$ cat config.mk
export PLATFORM = sky130hd
export DESIGN_NAME = outerprodrc_drain
export DESIGN_NICKNAME = d
export VERILOG_FILES = /design/src/rtl/outerprodrc_drain.sv
export SDC_FILE = /design/constraint.sdc
export NUM_CORES = 1
export LEC_CHECK = 0
export CAP_MARGIN = 20
export CORE_AREA = 5 5 97 99
export CTS_BUF_LIST = sky130_fd_sc_hd__clkbuf_2
export DETAILED_ROUTE_END_ITERATION = 12
export DIE_AREA = 0 0 102 104
export GPL_TIMING_DRIVEN = 0
export SYNTH_ARGS = -nofsm -noshare
export SYNTH_HDL_FRONTEND = slang
export SYNTH_SLANG_ARGS = --single-unit
$ cat constraint.sdc
create_clock -name iClk -period 2.4 [get_ports iClk]
set_clock_uncertainty 0.2 [all_clocks]
set_input_delay 0.36 -clock iClk [delete_from_list [all_inputs] [get_ports iClk]]
set_output_delay 0.36 -clock iClk [all_outputs]
set_load 0.02 [all_outputs]
$ cat src/rtl/outerprodrc_drain.sv
`default_nettype none
// ============================================================================
// Module      : outerprodrc_drain
// Description : Output reader for the unary outer-product array. Sums the
//               per-cycle ROWNUM x COLNUM partial-count matrix over CYCLES
//               enabled cycles, then streams the accumulated matrix out
//               row-major, one element per valid/ready handshake.
// Revision    : 1.0 - initial release
// ============================================================================
module outerprodrc_drain #(
  parameter int ROWNUM   = 2,
  parameter int COLNUM   = 2,
  parameter int INWIDTH  = 4,
  parameter int CYCLES   = 256,
  parameter int ACCWIDTH = 12,
  parameter int IDXWIDTH = 2
) (
  input  logic                                iClk,
  input  logic                                iRstN,
  input  logic                                iClr,
  input  logic                                iStart,
  input  logic                                iEn,
  input  logic [ROWNUM*COLNUM*INWIDTH-1:0]    iData,
  output logic                                oValid,
  input  logic                                iReady,
  output logic [ACCWIDTH-1:0]                 oData,
  output logic [IDXWIDTH-1:0]                 oIdx,
  output logic                                oBusy,
  output logic                                oDone
);

  localparam int NUM  = ROWNUM * COLNUM;
  // A single-cycle period still needs a one-bit counter to compare against.
  localparam int CNTW = (CYCLES > 1) ? $clog2(CYCLES) : 1;
  localparam logic [CNTW-1:0]     CNT_LAST = CNTW'(CYCLES - 1);
  localparam logic [IDXWIDTH-1:0] IDX_LAST = IDXWIDTH'(NUM - 1);

  typedef enum logic [1:0] {
    S_IDLE  = 2'd0,
    S_ACC   = 2'd1,
    S_DRAIN = 2'd2
  } state_t;

  state_t                state_q, state_d;
  logic [ACCWIDTH-1:0]   acc_q [NUM];
  logic [ACCWIDTH-1:0]   acc_d [NUM];
  logic [CNTW-1:0]       cnt_q, cnt_d;
  logic [IDXWIDTH-1:0]   idx_q, idx_d;
  logic                  done_q, done_d;
  logic [ACCWIDTH-1:0]   out_data;

  // State register: synchronous active-low reset clears everything.
  always_ff @(posedge iClk) begin
    if (!iRstN) begin
      state_q <= S_IDLE;
      cnt_q   <= '0;
      idx_q   <= '0;
      done_q  <= 1'b0;
      for (int e = 0; e < NUM; e++) begin
        acc_q[e] <= '0;
      end
    end else begin
      state_q <= state_d;
      cnt_q   <= cnt_d;
      idx_q   <= idx_d;
      done_q  <= done_d;
      for (int e = 0; e < NUM; e++) begin
        acc_q[e] <= acc_d[e];
      end
    end
  end

  // Next-state logic: accumulate in ACC, walk the index in DRAIN; a clear
  // request overrides whatever the state machine decided this cycle.
  always_comb begin
    state_d = state_q;
    cnt_d   = cnt_q;
    idx_d   = idx_q;
    done_d  = 1'b0;
    for (int e = 0; e < NUM; e++) begin
      acc_d[e] = acc_q[e];
    end

    case (state_q)
      S_IDLE: begin
        if (iStart) begin
          cnt_d   = '0;
          idx_d   = '0;
          state_d = S_ACC;
          for (int e = 0; e < NUM; e++) begin
            acc_d[e] = '0;
          end
        end
      end

      S_ACC: begin
        if (iEn) begin
          for (int e = 0; e < NUM; e++) begin
            acc_d[e] = acc_q[e] + ACCWIDTH'(iData[e*INWIDTH +: INWIDTH]);
          end
          if (cnt_q == CNT_LAST) begin
            cnt_d   = '0;
            idx_d   = '0;
            state_d = S_DRAIN;
          end else begin
            cnt_d = cnt_q + 1'b1;
          end
        end
      end

      S_DRAIN: begin
        if (iReady) begin
          if (idx_q == IDX_LAST) begin
            idx_d   = '0;
            done_d  = 1'b1;
            state_d = S_IDLE;
          end else begin
            idx_d = idx_q + 1'b1;
          end
        end
      end

      default: begin
        state_d = S_IDLE;
      end
    endcase

    if (iClr) begin
      state_d = S_IDLE;
      cnt_d   = '0;
      idx_d   = '0;
      done_d  = 1'b0;
      for (int e = 0; e < NUM; e++) begin
        acc_d[e] = '0;
      end
    end
  end

  // Output mux: present acc[idx] only while draining, zero otherwise.
  always_comb begin
    out_data = '0;
    if (state_q == S_DRAIN) begin
      for (int e = 0; e < NUM; e++) begin
        if (idx_q == IDXWIDTH'(e)) begin
          out_data = acc_q[e];
        end
      end
    end
  end

  assign oValid = (state_q == S_DRAIN);
  assign oData  = out_data;
  assign oIdx   = idx_q;
  assign oBusy  = (state_q != S_IDLE);
  assign oDone  = done_q;

endmodule
`default_nettype wire
* After elaboration in Yosys (flattened, before gate mapping) *
Memory sizes are Yosys's and may differ from the RTL's.
Index checks and enable logic that the tools add are counted.

storage, ports and cells
  memory bits (read-only) = 0
  flip-flop bits (word level) = 13
  memory bits (writable) = 48
  latch bits = 0
  memories = 1
  logic and storage cells = 71
  output and inout port bits = 17
  input port bits = 22

memory list
  name   words  width  rd ports  clocked after memory_dff  wr ports  line  source
  acc_q  4      12     4         0                         4         45    logic [ACCWIDTH-1:0] acc_q [NUM];

cells by class
  shifts and indexed selects = 0
  bitwise operators = 7
  multipliers = 0
  equal/unequal tests = 11
  reductions and logical operators = 10
  add/sub/neg operators = 6
  $lt $le $gt $ge = 0
  multiplexer cells = 32
  div/mod/pow operators = 0

operators by type and width
  kind                 count
  $mux 48              3
  $mux 12              9
  $pmux 48 s2          1
  $add 12x4->12        4
  $mux 8               3
  $mux 2               10
  $pmux 8 s2           1
  $pmux 2 s3           2
  $reduce_and 5->1     2
  $add 8x1->8 const B  1
  $eq 8x8->1 const B   1
  $eq 2x2->1 const B   3
  $ne 2x2->1 const B   3
  $eq 2x1->1 const B   2
  $logic_not 2->1      2
  $ne 2x1->1 const B   2
  $or 1x1->1           4
  $reduce_bool 2->1    2
  $reduce_or 4->1      1
  $mux 1               3
  $not 1->1            3
  $reduce_and 3->1     1
  $reduce_bool 3->1    1
  $add 2x1->2 const B  1
  $reduce_or 2->1      1

* Longest topological paths before layout *
  depth after elaboration = 6
  gate-level depth with buffers = 8
  mapped depth without buffers = 6

* Least setup slack after synthesis *
No wires, ideal clock.

  kind = register -> output
  from = register idx_q[1] (netlist: oIdx[1])
  to = output oData[2]
  slack = 0.054 ns
  data required time = 1.840 ns
  buffers on the path = 1
  arrival time = 1.786 ns
  cell stages (with the launch flop) = 8
  path through = dfxtp_1 > inv_1 > ha_1 > clkbuf_1 > nand3b_1 > a21oi_1 > a21oi_1 > o21ai_0

between the ends
  cells in the longest elaborated chain, start to end = 6
  elaborated cells between the ends (all ways) = 9
  those cells by class = eq/ne: 3; mux: 5; reduce/logical: 1

RTL lines
  what                    line  source
  start, declared         48    logic [IDXWIDTH-1:0] idx_q, idx_d;
  start signal, assigned  65    idx_q <= idx_d;
  $logic_not 2->1         144   if (idx_q == IDXWIDTH'(e)) begin
  $mux 12 (3 in a row)    144
  $mux 12 (*)             144
  $mux 12 (*)             142   if (state_q == S_DRAIN) begin
  end, declared           26    output logic [ACCWIDTH-1:0] oData,

Every way passes the cells marked *; elsewhere a longest branch is shown, timed or not.

* Final worst setup path *
  from = register idx_q[1] (netlist: oIdx[1])
  to = output oData[9]

Same word-level chain as after synthesis.

==> results.py <==
metrics = {
    "detailed_routing": {
        "drt-initial-drc-count": 151,
        "wl_per_cell_um": 16.8,
        "vias": 3661,
        "drc": 0,
        "viasPerCell": 5.89,
        "ant_nets": 0,
        "drtPass1Iterations": 5,
        "wirelength_um": 10500,
    },
    "critical_path": {
        "worst_path_largest_cell_delay_ps": 410,
        "worst-setup-path-type": "flop to primary output",
        "required_ps": 1840,
        "crit_chain": "inv_4 -> ha_4 -> clkbuf_4 -> nand3b_1 -> a21oi_2 -> a21oi_1 -> o21ai_1 -> buf_4",
        "path_depth": 8,
        "crit_path_start_kind": "flop",
        "reg2reg_depth": 7,
        "cp_slowest_cell": "dfxtp_4",
        "path_max_fanout": 7,
        "path_delay_family": "flip-flops",
        "worst-endpoint-arrival_ps": 1970,
        "cp-end-kind": "primary output",
        "path_buf_inv": 3,
    },
    "floorplan": {
        "num_rows": 34,
        "io_pins": 39,
        "start_util_pct": 43.2,
        "dieArea_um2": 10600,
        "die_x_um": 102,
        "die_h_um": 104,
        "core_um2": 8470,
    },
    "global_route": {
        "grt_pass1_vias": 3514,
        "grt_pass1_wl_um": 17400,
        "track_usage_pct": 20.7,
        "antenna_found_initial": 0,
        "grt.overflow.total": 0,
        "grt_max_degree": 11,
    },
    "min_path": {
        "hp-class": "flop to flop",
        "hold-path-cell-count": 2,
    },
    "cells_and_area": {
        "final_cell_area_um2": 4540,
        "diodes": 0,
        "final_core_util_pct": 53.7,
        "layout.nets": 556,
        "area_growth_pct": 24.2,
        "seq_area_um2": 1230,
        "multi_input_area_um2": 2420,
        "n_fill_cell": 835,
        "drive_gt1_share_pct": 16.5,
    },
    "pwr": {
        "power.density_nw_per_um2": 427,
        "ir_drop_uv": 235,
        "pwr-share-clk_pct": 38.3,
        "internal_power_uw": 1440,
        "p_comb_share_pct": 9.2,
        "power_uw": 1940,
        "power.switching_uw": 501,
        "switching_share_pct": 25.8,
        "seqPwrFrac_pct": 52.5,
        "p_leak_uw": 0.00150,
    },
    "sta": {
        "hold_violations": 0,
        "fin_crit_ps": 2530,
        "min_period_over_period_pct": 105,
        "setup_tns_ps": -1110,
        "finalSetupViolCount": 12,
        "rsz0062_at_grt": "true",
        "worst_pin_slew_ps": 752,
        "drv_slew": 0,
        "slew_headroom_pct": 49.9,
        "timing.fmax_mhz": 396,
        "final.setup.worst_slack_ps": -125,
    },
    "clocking": {
        "clkTransAtPathRegs_ps": 180,
        "cts.path.max_buffers": 2,
        "cts_tree": "yes",
        "cts-root-buf": "clkbuf_2",
        "numCtsBuffers": 9,
        "clock_sinks": 61,
        "h-tree-depth": 3,
        "insertion_delay_ps": 490,
        "hold_buffers": 0,
    },
    "synthesis": {
        "avgSynthCellArea_um2": 8.04,
        "synthArstFlopShare_pct": 0,
        "syn_nets": 502,
        "synth_flop_cell": "dfxtp_1",
        "yosys_warnings": 0,
        "synth-edff-count": 0,
        "syn-cell-area_um2": 3660,
        "synth-seq-cells": 61,
        "yosys.cell_types.count": 42,
        "syn_inst": 455,
        "ys_seq_area_share_pct": 33.4,
    },
    "placed_design": {
        "dp_hpwl_um": 7720,
        "numPortBuffers": 38,
        "place_congestion": 0.827,
        "placed_area_um2": 4180,
        "post-place-ws_ps": -580,
    },
    "run_status": {
        "outcome": "finished with violations",
        "violations": "setup timing",
    },
    "job": {
        "max_cap_viol_count": 0,
    },
}
[registers in the layout, indices dropped and copies added (netlist names)]
name and flops:
state_q 2, oIdx 2, cnt_q 8, acc_q 48, oDone 1
[routing by layer]
layer / wire [um] / share of wire (%) / global-route usage (%) / vias to the layer above
li1: - / - / - / 1815
met1: 4750 / 45 / 28.4 / 1706
met2: 4700 / 45 / 31.2 / 113
met3: 714 / 6.8 / 4.16 / 27
met4: 319 / 3.0 / 8.90 / 0
met5: 0 / 0 / 0 / -
[synthesized netlist by cell type (2+ instances only)]
cell	n	area [um2]
nor2_1	25	93.8
or4_1	14	105
buf_6	2	22.5
a21oi_1	77	385
a211o_1	8	70.1
nand3b_1	12	90.1
and4_1	4	35.0
nor3_1	4	20.0
buf_2	2	10.0
nand4_1	7	43.8
a21o_1	5	37.5
nand2b_1	5	31.3
or2_1	2	12.5
o21ai_0	26	130
nand3_1	35	175
a211oi_1	5	37.5
o31ai_1	14	105
clkbuf_1	20	75.1
dfxtp_1	61	1220
nor4_1	6	37.5
ha_1	21	263
a22o_1	6	52.6
or3_1	13	81.3
fa_1	4	80.1
o21a_1	5	37.5
or2_2	2	12.5
nand2_1	33	124
inv_1	9	33.8
xnor2_1	15	131
[metrics by stage]
stage                     hold slack (ps)  std cells
after floorplan                       249        455
after global placement                262        601
after detailed placement              273        601
after CTS                             294        622
after global routing                  320        622
final                                 291        622
[final timing paths]
path                                                 end  slack, ps                     from
worst max-delay path                            oData[9]       -130     oIdx[1]$_SDFFE_PP0P_
worst min-delay path               cnt_q[1]$_SDFFE_PP0P_        290    cnt_q[1]$_SDFFE_PP0P_
worst max register to register  acc_q[1][6]$_SDFFE_PP0P_        150  state_q[1]$_SDFFE_PP0P_
worst min register to register     cnt_q[1]$_SDFFE_PP0P_        290    cnt_q[1]$_SDFFE_PP0P_
[layout by cell type (no fill, tap or decap), types with 5 or more instances in the layout]
master           netlist  layout
nand3_1               35      35
a21o_1                 5       5
o21ai_2                0       5
nor4_1                 6       6
xnor2_1               15      15
o21ai_1                0       7
nor2_1                25      25
nand2_1               33      33
a22o_1                 6       6
clkbuf_1              20       9
nand4_1                7       7
or4_1                 14      14
buf_4                  1      13
o21ai_0               26      14
dfxtp_1               61      59
o31ai_1               14      14
a21oi_2                0      16
or3_1                 13      13
o21a_1                 5       5
clkdlybuf4s50_1        0      24
clkbuf_2               0      15
a211o_1                8       8
a211oi_1               5       5
buf_6                  2       8
inv_1                  9       7
a21oi_1               77      61
nand3b_1              12      12
ha_1                  21      17
[area by class of cell]
type | count | share of cell area [%]
Tap cell | 108 | 2.97
Timing Repair Buffer | 43 | 8.95
Inverter | 10 | 0.881
Sequential cell | 61 | 27.0
Buffer | 25 | 4.07
Clock buffer | 11 | 1.21
Multi-Input combinational cell | 359 | 53.2
Clock inverter | 5 | 1.65
[worst register-to-register path: stages (launching register included)]
cell	delay [ps]
dfxtp_1	370
clkbuf_2	230
or2_2	330
nor2_1	110
or2_2	110
clkbuf_1	260
clkbuf_1	470
a21oi_1	90
[cells by family after synthesis]
group,after synthesis,share of synthesized area [%]
compound gates,150,24.3
mux,2,0.649
buf+inv,35,4.17
simple gates,167,24.6
flops,61,33.4
xor+xnor,15,3.59
fa+ha+maj,25,9.37
[what timing repair did]
item,4_1_cts,5_1_grt
pin swaps,19,10
setup endpoints to repair,24,37
cloned,1,0
buffers inserted,4,0
resized for setup,130,31
[power by group through the flow]
stage          clock network, uW  registers [uW]  logic (uW)
2_1_floorplan                  0            1040        97.7
3_3_place_gp                   0            1040         175
3_5_place_dp                   0            1040         176
4_1_cts                      754            1020         177
5_1_grt                      806            1020         197
6_report                     743            1020         179
Power figures use the tool's default switching activity.
